===== config.mk =====
export PLATFORM = sky130hd
export DESIGN_NAME = gmii_tx_scheduler
export DESIGN_NICKNAME = d
export VERILOG_FILES = /design/src/rtl/gmii_pkg.sv /design/src/rtl/rr_arbiter2.sv /design/src/rtl/gmii_tx_scheduler.sv
export SDC_FILE = /design/constraint.sdc
export NUM_CORES = 1
export LEC_CHECK = 0
export ABC_AREA = 0
export BUFFER_PORTS_ARGS = -buffer_cell sky130_fd_sc_hd__buf_2
export CAP_MARGIN = 30
export CORE_MARGIN = 3
export CORE_UTILIZATION = 40
export DETAILED_ROUTE_END_ITERATION = 8
export GPL_ROUTABILITY_DRIVEN = 0
export PLACE_DENSITY = 0.77
export SYNTH_ARGS = -nofsm -noshare
export SYNTH_HDL_FRONTEND = slang
export SYNTH_SLANG_ARGS = --single-unit

===== constraint.sdc =====
create_clock -name GTX_CLK -period 1.96 [get_ports GTX_CLK]
set_input_delay 0.196 -clock GTX_CLK [delete_from_list [all_inputs] [get_ports GTX_CLK]]
set_output_delay 0.196 -clock GTX_CLK [all_outputs]
set_load 0.01 [all_outputs]

===== src/rtl/gmii_pkg.sv =====
// Shared GMII transmit definitions: PCS xmit encodings, framing octets,
// scheduler states and the two-way round-robin pick helper.
package gmii_pkg;

  localparam logic [2:0] XMIT_CONFIGURATION = 3'b001;
  localparam logic [2:0] XMIT_IDLE          = 3'b010;
  localparam logic [2:0] XMIT_DATA          = 3'b100;

  localparam logic [7:0] PREAMBLE_OCTET = 8'h55;
  localparam logic [7:0] SFD_OCTET      = 8'hD5;

  typedef enum logic [2:0] {
    IDLE,
    PREAMBLE,
    SFD,
    DATA,
    IPG
  } sched_state_t;

  // A lone requester wins outright; on a tie the one that did not own the
  // previous frame wins.
  function automatic logic rr_pick(input logic [1:0] req, input logic last);
    logic pick;
    case (req)
      2'b01:   pick = 1'b0;
      2'b10:   pick = 1'b1;
      default: pick = ~last;
    endcase
    return pick;
  endfunction

endpackage


===== src/rtl/rr_arbiter2.sv =====
// Two-requester round-robin selector. The last-grant register only moves
// when a frame actually starts, so arbitration is frame-by-frame.
module rr_arbiter2
  import gmii_pkg::*;
(
  input  logic       clk,
  input  logic       rst_n,
  input  logic [1:0] req,
  input  logic       take,
  output logic       sel,
  output logic       last_grant
);

  // Candidate winner for a frame starting this cycle.
  always_comb begin
    sel = rr_pick(req, last_grant);
  end

  // Last-grant register; resets to 1 so requester 0 wins the first tie.
  always_ff @(posedge clk or negedge rst_n) begin
    if (!rst_n) begin
      last_grant <= 1'b1;
    end else if (take) begin
      last_grant <= sel;
    end
  end

endmodule


===== src/rtl/gmii_tx_scheduler.sv =====
// GMII transmit scheduler: round-robin frame arbitration between two octet
// requesters, preamble/SFD framing, underrun signalling and inter-packet gap.
module gmii_tx_scheduler
  import gmii_pkg::*;
#(
  parameter int unsigned PREAMBLE_LEN = 7,
  parameter int unsigned IPG_LEN      = 12
) (
  input  logic       GTX_CLK,
  input  logic       mr_main_reset_n,
  input  logic [2:0] xmit,
  input  logic [1:0] req_valid,
  input  logic [7:0] req_data0,
  input  logic [7:0] req_data1,
  input  logic [1:0] req_last,
  output logic [1:0] req_ready,
  output logic [7:0] TXD,
  output logic       TX_EN,
  output logic       TX_ER,
  output logic       grant,
  output logic       busy
);

  localparam int unsigned PRE_W = $clog2(PREAMBLE_LEN) + 1;
  localparam int unsigned IPG_W = $clog2(IPG_LEN) + 1;

  sched_state_t     state;
  logic [PRE_W-1:0] pre_cnt;
  logic [IPG_W-1:0] ipg_cnt;

  logic       start_ok;
  logic       frame_start;
  logic       arb_sel;
  logic       gnt_valid;
  logic       gnt_last;
  logic [7:0] gnt_data;

  // A new frame may begin from IDLE, or directly from the last IPG cycle so
  // back-to-back frames see exactly IPG_LEN idle cycles.
  always_comb begin
    start_ok    = (xmit == XMIT_DATA) && (req_valid != 2'b00);
    frame_start = start_ok &&
                  ((state == IDLE) ||
                   ((state == IPG) && (ipg_cnt == IPG_W'(IPG_LEN))));
  end

  rr_arbiter2 u_arb (
    .clk        (GTX_CLK),
    .rst_n      (mr_main_reset_n),
    .req        (req_valid),
    .take       (frame_start),
    .sel        (arb_sel),
    .last_grant (grant)
  );

  // Granted requester's octet stream.
  always_comb begin
    gnt_valid = req_valid[grant];
    gnt_last  = req_last[grant];
    gnt_data  = grant ? req_data1 : req_data0;
  end

  // Only the granted requester is ever acknowledged, and only in DATA.
  always_comb begin
    req_ready = '0;
    if (state == DATA) begin
      req_ready[grant] = gnt_valid;
    end
  end

  // Framing FSM. The state register leads the GMII outputs by one cycle:
  // each state decides what is driven next, so the first payload octet is
  // accepted while the SFD is on the wire and follows it without a bubble.
  always_ff @(posedge GTX_CLK or negedge mr_main_reset_n) begin
    if (!mr_main_reset_n) begin
      state   <= IDLE;
      TXD     <= '0;
      TX_EN   <= 1'b0;
      TX_ER   <= 1'b0;
      busy    <= 1'b0;
      pre_cnt <= '0;
      ipg_cnt <= '0;
    end else begin
      case (state)
        IDLE: begin
          TXD   <= '0;
          TX_EN <= 1'b0;
          TX_ER <= 1'b0;
          busy  <= 1'b0;
          if (frame_start) begin
            state   <= (PREAMBLE_LEN > 1) ? PREAMBLE : SFD;
            TXD     <= PREAMBLE_OCTET;
            TX_EN   <= 1'b1;
            busy    <= 1'b1;
            pre_cnt <= PRE_W'(1);
          end
        end

        PREAMBLE: begin
          TXD     <= PREAMBLE_OCTET;
          TX_EN   <= 1'b1;
          TX_ER   <= 1'b0;
          pre_cnt <= pre_cnt + 1'b1;
          if (pre_cnt == PRE_W'(PREAMBLE_LEN - 1)) begin
            state <= SFD;
          end
        end

        SFD: begin
          TXD   <= SFD_OCTET;
          TX_EN <= 1'b1;
          TX_ER <= 1'b0;
          state <= DATA;
        end

        DATA: begin
          TX_EN <= 1'b1;
          if (gnt_valid) begin
            TXD   <= gnt_data;
            TX_ER <= 1'b0;
            if (gnt_last) begin
              state   <= IPG;
              busy    <= 1'b0;
              ipg_cnt <= '0;
            end
          end else begin
            TXD   <= '0;
            TX_ER <= 1'b1;
          end
        end

        IPG: begin
          TXD   <= '0;
          TX_EN <= 1'b0;
          TX_ER <= 1'b0;
          if (ipg_cnt == IPG_W'(IPG_LEN)) begin
            if (frame_start) begin
              state   <= (PREAMBLE_LEN > 1) ? PREAMBLE : SFD;
              TXD     <= PREAMBLE_OCTET;
              TX_EN   <= 1'b1;
              busy    <= 1'b1;
              pre_cnt <= PRE_W'(1);
            end else begin
              state <= IDLE;
            end
          end else begin
            ipg_cnt <= ipg_cnt + 1'b1;
          end
        end

        default: begin
          state <= IDLE;
          TXD   <= '0;
          TX_EN <= 1'b0;
          TX_ER <= 1'b0;
          busy  <= 1'b0;
        end
      endcase
    end
  end

endmodule


After elaboration in Yosys (flattened, before gate mapping) --
Index checks and enable logic that the tools add are counted.
Storage, ports and cells: register bits 24, input port bits 25, output and inout port bits 14, logic and storage cells 83
Cells by class: add/sub/neg operators 2, order comparisons 2, equality and inequality tests 16, muxes and demuxes 37, bitwise gates (word level) 3, reduce and logical (&&, ||, !) cells 15
Operator list (number):
- one-hot mux 8 bit (5 select lines) | 1
- two-way mux 8 bit | 2
- two-way mux 3 bit | 5
- two-way mux 5 bit | 3
- one-hot mux 3 bit (5 select lines) | 1
- two-way mux 1 bit | 14
- two-way mux 7 bit | 2
- != test 2 bit, second input constant | 6
- one-hot mux 4 bit (3 select lines) | 1
- one-hot mux 5 bit (2 select lines) | 1
- AND reduction 5 bit | 2
- two-way mux 4 bit | 2
- == test 3 x 2 -> 1 bit, second input constant | 2
- == test 3 bit, second input constant | 2
- adder 5 x 1 -> 5 bit, second input constant | 1
- == test 5 x 4 -> 1 bit, second input constant | 1
- adder 4 x 1 -> 4 bit, second input constant | 1
- == test 4 x 3 -> 1 bit, second input constant | 1
- logical AND 1 bit | 4
- one-hot mux 1 bit (4 select lines) | 1
- AND reduction 4 bit | 1
- nonzero test 2 bit | 2
- == test 3 x 1 -> 1 bit, second input constant | 1
- logical NOT 3 bit | 1
- 16 further kinds | 17

Depth between registers and ports, before layout --
Gate-level depths: netlist of run 1.
depth in word-level cells 7, gate-level depth with buffers 7, mapped depth without buffers 7

Cells and area by module --
From an unflattened synthesis of run 1, not the netlist that was laid out.
Second synthesis, totals: cells, all modules 134, area, all modules 1325.0 um2
By module, submodules not included:
- gmii_tx_scheduler | times used 1, cells each 125, area each 1238.7 um2, seq. area each 575.6 um2
- rr_arbiter2 | times used 1, cells each 9, area each 86.3 um2, seq. area each 26.3 um2

Worst setup path after synthesis of run 1 --
No wires, ideal clock.
path kind in2reg, start point input port req_valid[0], end point register u_arb.last_grant, setup time 0.080 ns, arrival time 1.666 ns, required time 1.880 ns, path slack 0.214 ns, cell stages on the path 6, buffers on the path 0, cell sequence inv_1 -> ha_1 -> or4b_4 -> a2111oi_4 -> mux2i_1 -> nand2_1
On the way: longest elaborated chain between the ends 3
Ends and longest elaborated chain:
- from (decl) | RTL line gmii_tx_scheduler.sv:12 | input logic [1:0] req_valid,
- branches (longest 3 deep; another with == test 2 bit)
- to (signal assigned) | RTL line rr_arbiter2.sv:24 | last_grant <= sel;
- to (decl) | RTL line rr_arbiter2.sv:11 | output logic last_grant
Parallel ways; which one is timed is not known. A chain may end at the register's enable or synchronous reset.

Final worst setup path of run 1 --
start point register state[2], end point output port req_ready[1]
On the way: longest elaborated chain between the ends 2
Ends and longest elaborated chain:
- from (decl) | RTL line gmii_tx_scheduler.sv:27 | sched_state_t state;
- from (signal assigned) | RTL line gmii_tx_scheduler.sv:91 | state <= (PREAMBLE_LEN > 1) ? PREAMBLE : SFD;
- from (signal assigned) | RTL line gmii_tx_scheduler.sv:138 | state <= (PREAMBLE_LEN > 1) ? PREAMBLE : SFD;
- == test 3 x 2 -> 1 bit | RTL line gmii_tx_scheduler.sv:66 | if (state == DATA) begin
- two-way mux 2 bit | RTL line gmii_tx_scheduler.sv:66
- to (decl) | RTL line gmii_tx_scheduler.sv:16 | output logic [1:0] req_ready,
No other way between the ends.

==> impl_metrics.csv, run 1 <==
group,metric,value,unit
yosys,syn-cell-area,1260,um2
grt,grt_start_max_net_pins,25,
yosys,synthTopCellsByArea,"dfrtp_1, ha_1, nand3_1",
sta,hold_viol,0,
yosys,synthFlopType,"dfrtp_1",
yosys,synthesis.nets,152,
final_layout,nets,198,
floorplan,fp-row-count,19,
detailed_routing,vias_per_cell,5.29,
place,dp.cells,203,
grt,antenna_found_initial,0,
sta,worst_pin_slew,514,ps
clock_network,cts_sinks,24,
floorplan,die_w,62.0,um
floorplan,io_pins,39,
power,power_density,1320,nW/um2
sta,rsz0062_at_grt,"false",
yosys,synth.largest_area_cell,"dfrtp_1",
detailed_routing,antenna_left,0,
detailed_routing,drc,0,
sta,final-setup-viol-count,0,
place,dp.final_hpwl,2270,um
clock_network,cts_tree,"done",
job,maxCapViolations,0,
yosys,synth-edff-count,0,
sta,setup_ws,116,ps
worst_setup_path,cp-start-kind,"flip-flop",
sta,worst_hold_slack,85.0,ps
detailed_routing,drt_iter0_markers,38,
grt,grt_pass1_wl,4350,um
worst_setup_path,worstPathMaxFanout,8,
yosys,syn_inst,121,
detailed_routing,routed_wl,2830,um
yosys,async_flop_share,1.00,
worst_setup_path,worst_ep_required_time,1760,ps
detailed_routing,vias,1100,
final_layout,utilization,0.558,
yosys,synth.avg_cell_area,10.4,um2
clock_network,cts_buffers,3,
grt,track_usage,0.152,
final_layout,layout_common_cells,"buf_2, dfrtp_1, nand3_1",
clock_network,cts_buffer_depth,2,
yosys,yosysTopAreaCellShare,0.458,
worst_setup_path,path_cells,"nand2b_1 -> or2_2 -> nor2_4 -> buf_2",
worst_setup_path,cpPeakStageDelay,400,ps
sta,min_period,1840,ps
yosys,synth.distinct_cells,39,
min_path,hold_class,"in -> reg",
yosys,seq_area_frac_synth,0.479,
grt,grt_pass1_vias,1043,
clock_network,clk_pin_slew,130,ps
sta,fin_crit_sh,0.941,
sta,max_freq,542,MHz
clock_network,cts_setup_buffers,0,
worst_setup_path,worst_path_max_delay_cell,"dfrtp_1",
power,vdd_drop_max,0.679,mV
clock_network,cts_max_level,1,
final_layout,drive_above_1_share,0.337,
floorplan,core_area,2880,um2
final_layout,final_common_cell,"buf_2",
grt,grt.overflow.total,0,
place,io_buffers,38,
clock_network,cts_root_buf,"clkbuf_4",
final_layout,area_growth,27.7,%
floorplan,fp.dieH,62.0,um
clock_network,clk_latency,320,ps
worst_setup_path,cp_data_arrival_time,1650,ps
final_layout,antennaDiodeCount,0,
run_status,status,"completed",
sta,slew_headroom,0.657,
place,post-place-ws,30.8,ps
detailed_routing,firstDrtPassIters,6,
worst_setup_path,critPathKind,"reg -> out",
floorplan,initial_core_util,0.437,
final_layout,fin_cells,208,
sta,drv_slew,0,
yosys,ys_ff_latch,24,
power,p_leak,0.000840,uW
sta,fin_skew,9.58,ps
detailed_routing,wl_per_cell,13.6,um
yosys,yosysWarnings,0,
worst_setup_path,worstSetupEndpointType,"output pin",
power,power.total,2120,uW
floorplan,die-area,3850,um2
[kinds of logic after synthesis]
kind of cell             count (synthesis)  share of synthesized area
AO/OA/AOI/OAI                           33                      0.207
flip-flops                              24                      0.479
adder cells (fa/ha/maj)                  6                     0.0598
multiplexers                             2                     0.0169
AND/OR/NAND/NOR                         44                      0.197
XOR/XNOR                                 1                    0.00697
buffers and inverters                   11                     0.0329
[critical path, delay by kind of cell, from the launching register on]
family | cells | cell delay (ps)
AND/OR/NAND/NOR | 3 | 760
buffers and inverters | 1 | 170
flip-flops | 1 | 400
[what timing repair did]
item	CTS	global route
endpoints found under the setup margin	2	2
pin swaps	0	0
hold buffers	1	0
hold endpoints to repair	23	0
gates resized for setup	0	5
[flip-flops by register name (all words and copies together), names as in the netlist]
signal and count:
TXD 8, TX_ER 1, pre_cnt 4, busy 1
state 3, u_arb.last_grant 1, ipg_cnt 5, TX_EN 1
[cell usage after synthesis, types with 2 or more instances]
cell,n
dfrtp_1,23
nand3_1,11
nand2_1,10
inv_1,8
a21oi_1,7
nor2_1,7
ha_1,6
a221o_1,4
a22o_1,4
o21ai_0,4
clkbuf_1,3
nor3_1,3
a211o_1,2
a31oi_1,2
nand2b_1,2
nor3b_1,2
[power breakdown]
group          leakage [uW]  switching [uW]  internal [uW]  total, uW
registers          0.000300             153            690        844
clock network     0.0000279             143            207        350
logic              0.000512             511            412        923
total              0.000840             807           1310       2120
[per-stage QoR]
step	instance area, um2	TNS (ps)
3_5_place_dp	1530	0
2_1_floorplan	1260	0
5_1_grt	1600	0
4_1_cts	1590	-249
6_report	1600	0
3_3_place_gp	1530	0
[area by class of cell]
| type | instances | area (um2) |
|---|---|---|
| Fill cell | 270 | 1270 |
| Multi-Input combinational cell | 86 | 628 |
| Sequential cell | 24 | 603 |
| Timing Repair Buffer | 44 | 238 |
| Tap cell | 42 | 52.6 |
| Clock inverter | 1 | 30.0 |
| Inverter | 8 | 30.0 |
| Clock buffer | 3 | 22.5 |
[per-layer routing]
metal	GRT usage	share of wire	vias up
li1	-	-	535
met1	0.167	0.41	541
met2	0.281	0.55	20
met3	0.0434	0.032	4
met4	0.0455	0.011	0
met5	0	0	-
[final timing paths]
| kind | from | to | slack, ps | cells past startpoint |
|---|---|---|---|---|
| setup / recovery | state[2]$_DFFE_PN0P_ | req_ready[1] | 120 | 4 |
| hold / removal | req_data1[3] | TXD[3]$_DFF_PN0_ | 90 | 2 |
| setup reg to reg | ipg_cnt[0]$_DFFE_PN0P_ | u_arb.last_grant$_DFFE_PN1P_ | 240 | 7 |
| hold reg to reg | busy$_DFFE_PN0P_ | busy$_DFFE_PN0P_ | 530 | 1 |
| max in group asynchronous | mr_main_reset_n | u_arb.last_grant$_DFFE_PN1P_ | 1220 | 2 |
| min in group asynchronous | mr_main_reset_n | state[2]$_DFFE_PN0P_ | 360 | 2 |
Power figures use the tool's default switching activity.
==> inputs of run 2 (changes only) <==
Clock period 1.96 ns to 2.4 ns, I/O delays scaled along.
==> run 2 against run 1 <==
Clock-buffer cell count unchanged. Combinational power down 21%. Core utilization decreased by 0.74 points. Sequential power down 18%. Routed wire length grew 0.32%. Critical path depth unchanged. Worst setup slack gained 110 ps. Final area down 1.3%. Sequential cell count unchanged. Clock skew increased by 6.0 ps. Clock power is 18% lower. Die area unchanged. Critical path type unchanged. Largest power group unchanged.
==> impl_metrics.csv, run 2 (same netlist as run 1, synthesis figures left out) <==
group,metric,value,unit
run_status,status,"completed",
worst_setup_path,worst_path_max_delay_cell,"dfrtp_1",
clock_network,cts_buffers,3,
clock_network,cts_tree,"done",
detailed_routing,firstDrtPassIters,4,
grt,grt.overflow.total,0,
worst_setup_path,worst_ep_required_time,2160,ps
worst_setup_path,cp-startpoint,"state[1]$_DFFE_PN0P_",
worst_setup_path,cp-start-kind,"flip-flop",
final_layout,regMostFlops,"TXD",
grt,grt_pass1_vias,978,
grt,grt_start_max_net_pins,25,
sta,fin_crit_sh,0.907,
power,power_density,1080,nW/um2
final_layout,area_growth,26.0,%
final_layout,top_regs,"TXD x8, ipg_cnt x5, pre_cnt x4",
floorplan,io_pins,39,
worst_setup_path,worstSetupEndpointType,"output pin",
min_path,min_path_cells,2,
detailed_routing,antenna_left,0,
final_layout,antennaDiodeCount,0,
detailed_routing,drt_iter0_markers,21,
sta,min_period,2180,ps
final_layout,fin_cells,207,
final_layout,final_common_cell,"buf_2",
job,maxCapViolations,0,
floorplan,die_w,62.0,um
detailed_routing,vias_per_cell,5.25,
sta,hold_viol,0,
worst_setup_path,timing.rr.end,"pre_cnt[3]$_DFFE_PN0P_",
floorplan,fp-row-count,19,
detailed_routing,drc,0,
grt,grt_pass1_wl,4280,um
worst_setup_path,worstPathMaxFanout,14,
sta,slew_headroom,0.639,
sta,max_freq,459,MHz
worst_setup_path,path_cells,"nand2b_1 -> or2_2 -> nor2_2 -> buf_2",
final_layout,drive_above_1_share,0.321,
final_layout,layout_common_cells,"buf_2, dfrtp_1, nand3_1",
clock_network,cts_sinks,24,
clock_network,clk_pin_slew,140,ps
place,dp.final_hpwl,2210,um
min_path,hold_class,"in -> reg",
sta,rsz0062_at_grt,"false",
clock_network,clk_latency,320,ps
final_layout,utilization,0.550,
grt,track_usage,0.152,
floorplan,fp.dieH,62.0,um
clock_network,cts_setup_buffers,0,
detailed_routing,wl_per_cell,13.7,um
worst_setup_path,cpPeakStageDelay,640,ps
worst_setup_path,r2r-start,"ipg_cnt[0]$_DFFE_PN0P_",
final_layout,nets,197,
floorplan,core_area,2880,um2
grt,antenna_found_initial,0,
worst_setup_path,r2r_slack,530,ps
sta,setup_tns,0,ps
detailed_routing,vias,1087,
worst_setup_path,cp_data_arrival_time,1940,ps
clock_network,cts_buffer_depth,2,
min_path,hold_end,"TXD[3]$_DFF_PN0_",
min_path,hold_start,"req_data1[3]",
sta,fin_skew,15.5,ps
worst_setup_path,reg2reg_depth,6,
clock_network,cts_max_level,1,
sta,final-setup-viol-count,0,
place,dp.cells,202,
clock_network,cts_root_buf,"clkbuf_4",
sta,drv_slew,0,
sta,worst_pin_slew,541,ps
floorplan,initial_core_util,0.437,
place,io_buffers,38,
power,vdd_drop_max,0.853,mV
final_layout,largest_reg_flops,8,
worst_setup_path,critPathKind,"reg -> out",
floorplan,die-area,3850,um2
power,p_leak,0.000836,uW
detailed_routing,routed_wl,2840,um
## run 2: changes by cell type in the layout (fill, tap and decap cells not counted), sizes merged
| cell | previous run | this run |
|---|---|---|
| buf | 43 | 42 |
## run 2: area by class of cell
class | count | area (um2)
clock buffer | 3 | 22.5
tap | 42 | 52.6
timing repair buffer | 43 | 230
multi-input combinational | 86 | 616
clock inverter | 1 | 30.0
sequential | 24 | 602
fill | 253 | 1290
inverter | 8 | 30.0
## run 2: power breakdown
group          switching (uW)  internal, uW
Combinational             401           327
Clock                     117           169
Sequential                127           562
Total                     645          1060
## run 2: worst max-delay path by stage
stage / slack, ps / end / depth (start not counted)
floorplan: 610 / u_arb.last_grant$_DFFE_PN1P_ / 6
global placement: 410 / u_arb.last_grant$_DFFE_PN1P_ / 7
detailed placement: 330 / u_arb.last_grant$_DFFE_PN1P_ / 7
CTS: 90 / req_ready[0] / 4
global route: 90 / req_ready[0] / 4
finish: 220 / req_ready[0] / 4
## run 2: critical path: cells and delay by family (launching register included)
family                 cells  cell delay (ps)
buffers and inverters      1              200
DFF                        1              640
and+or+nand+nor            3              780
## run 2: stage by stage
step	worst slack, ps	area (um2)	hold WS (ps)	total power, uW
2_1_floorplan	610	1260	-55.6	1180
3_3_place_gp	412	1520	247	1400
3_5_place_dp	328	1520	252	1430
4_1_cts	93.0	1580	128	1720
5_1_grt	86.2	1580	130	1850
6_report	223	1580	136	1700
## run 2: repair_timing
item | 4_1_cts | 5_1_grt
hold buffers | 1 | 0
endpoints found under the setup margin | 0 | 1
endpoints found under the hold margin | 23 | 0
resized for setup | 0 | 1
## run 2: layer usage
metal,track usage,part of all wire,vias up
met1,0.180,0.41,529
li1,-,-,532
met4,0.0576,0.021,0
met3,0.0393,0.030,6
met2,0.263,0.54,20
met5,0,0,-
==> inputs of run 3 (changes only) <==
Settings changed: CTS_BUF_LIST from default to sky130_fd_sc_hd__clkbuf_16, SLEW_MARGIN from default to 20.
==> run 3 against run 2 <==
Largest power group unchanged. First-iteration DRC count up 110%. Via count hardly changed. Sequential cell count stayed put. Sequential share of layout area is 1.2 points lower.
==> impl_metrics.csv, run 3 (same netlist as run 1, synthesis figures left out) <==
group,metric,value,unit
sta,final-setup-viol-count,0,
worst_setup_path,path_cells,"nand2b_1 -> or2_2 -> nor2_1 -> buf_2",
sta,min_period,2260,ps
final_layout,regArea,602,um2
detailed_routing,wl_per_cell,13.8,um
final_layout,largest_reg_flops,8,
worst_setup_path,cp_data_arrival_time,2020,ps
clock_network,clk_pin_slew,60,ps
run_status,status,"completed",
power,power_density,1160,nW/um2
final_layout,layout_common_cells,"buf_2, dfrtp_1, nand3_1",
floorplan,initial_core_util,0.437,
grt,grt.overflow.total,0,
place,dp.final_hpwl,2210,um
grt,track_usage,0.156,
worst_setup_path,cp_num_buf_inv,1,
final_layout,drive_above_1_share,0.315,
floorplan,die_w,62.0,um
clock_network,clk_latency,250,ps
grt,grt_pass1_wl,4360,um
detailed_routing,vias,1088,
clock_network,cts_buffers,3,
floorplan,fp.dieH,62.0,um
detailed_routing,drt_iter0_markers,44,
worst_setup_path,worstPathMaxFanout,14,
sta,setup_tns,0,ps
worst_setup_path,crit_family,"simple AND/OR/NAND/NOR gates",
final_layout,top_regs,"TXD x8, ipg_cnt x5, pre_cnt x4",
worst_setup_path,cp-startpoint,"state[1]$_DFFE_PN0P_",
worst_setup_path,worst_ep_required_time,2160,ps
power,p_leak,0.000859,uW
sta,max_freq,443,MHz
place,io_buffers,38,
final_layout,regMostFlops,"TXD",
detailed_routing,firstDrtPassIters,4,
final_layout,final_common_cell,"buf_2",
job,maxCapViolations,0,
final_layout,nets,197,
sta,fin_skew,1.96,ps
sta,hold_viol,0,
clock_network,cts_root_buf,"clkbuf_16",
sta,fin_crit_sh,0.941,
grt,grt_pass1_vias,991,
min_path,hold_class,"in -> reg",
grt,grt_start_max_net_pins,25,
clock_network,cts_setup_buffers,0,
sta,drv_slew,0,
clock_network,cts_max_level,1,
power,power.total,1890,uW
floorplan,io_pins,39,
final_layout,fillCellCount,245,
detailed_routing,drc,0,
power,vdd_drop_max,0.746,mV
worst_setup_path,worstSetupEndpointType,"output pin",
detailed_routing,vias_per_cell,5.26,
detailed_routing,antenna_left,0,
floorplan,core_area,2880,um2
min_path,hold_start,"req_data1[3]",
final_layout,antennaDiodeCount,0,
clock_network,cts_tree,"done",
sta,worst_pin_slew,537,ps
clock_network,cts_buffer_depth,2,
worst_setup_path,r2r_slack,550,ps
detailed_routing,routed_wl,2850,um
grt,antenna_found_initial,0,
worst_setup_path,worst_path_max_delay_cell,"dfrtp_1",
floorplan,fp-row-count,19,
worst_setup_path,r2r-start,"state[1]$_DFFE_PN0P_",
floorplan,die-area,3850,um2
final_layout,area_growth,30.0,%
clock_network,cts_sinks,24,
worst_setup_path,critPathKind,"reg -> out",
worst_setup_path,cpPeakStageDelay,620,ps
sta,slew_headroom,0.641,
worst_setup_path,cp-start-kind,"flip-flop",
sta,rsz0062_at_grt,"false",
final_layout,multi_input_area,613,um2
-- run 3: power breakdown --
group          leakage [uW]  internal (uW)  switching, uW
clock network     0.0000511            331            137
registers          0.000302            564            129
logic              0.000506            326            399
-- run 3: cell type report --
cell class,count,share of cell area
Tap cell,42,0.0322
Inverter,8,0.0184
Clock inverter,1,0.0184
Timing Repair Buffer,43,0.141
Multi-Input combinational cell,86,0.375
Sequential cell,24,0.369
Clock buffer,3,0.0460
-- run 3: stage by stage --
stage,hold WS (ps),std cells,instance area [um2],utilization,setup slack [ps]
floorplan,-55.6,121,1260,-,610
global placement,247,202,1520,0.528,412
finish,208,207,1630,0.568,142
CTS,204,207,1630,0.568,173
detailed placement,252,202,1520,0.528,328
global route,215,207,1630,0.568,15.1
-- run 3: worst paths after layout --
check,to,cells after the start
worst max-delay path,req_ready[0],4
worst min-delay path,TXD[3]$_DFF_PN0_,2
worst max register to register,TXD[2]$_DFF_PN0_,4
worst min register to register,busy$_DFFE_PN0P_,1
max in group asynchronous,u_arb.last_grant$_DFFE_PN1P_,2
min in group asynchronous,ipg_cnt[3]$_DFFE_PN0P_,2
-- run 3: worst register-to-register path, stage by stage (launching register included) --
cell      delay [ps]
dfrtp_1          620
nand2b_1         160
or2_2            310
nor2_1           440
a221o_1          260
-- run 3: timing repair --
| action | 4_1_cts | 5_1_grt |
|---|---|---|
| hold buffers | 1 | 0 |
| gates resized for setup | 0 | 0 |
| endpoints found under the hold margin | 23 | 0 |
| setup endpoints to repair | 0 | 0 |
-- run 3: routing by layer --
| layer | GRT usage | up-vias | part of all wire |
|---|---|---|---|
| met4 | 0.0667 | 0 | 0.023 |
| li1 | - | 535 | - |
| met2 | 0.269 | 23 | 0.54 |
| met1 | 0.183 | 524 | 0.40 |
| met3 | 0.0393 | 6 | 0.028 |
| met5 | 0 | - | 0 |
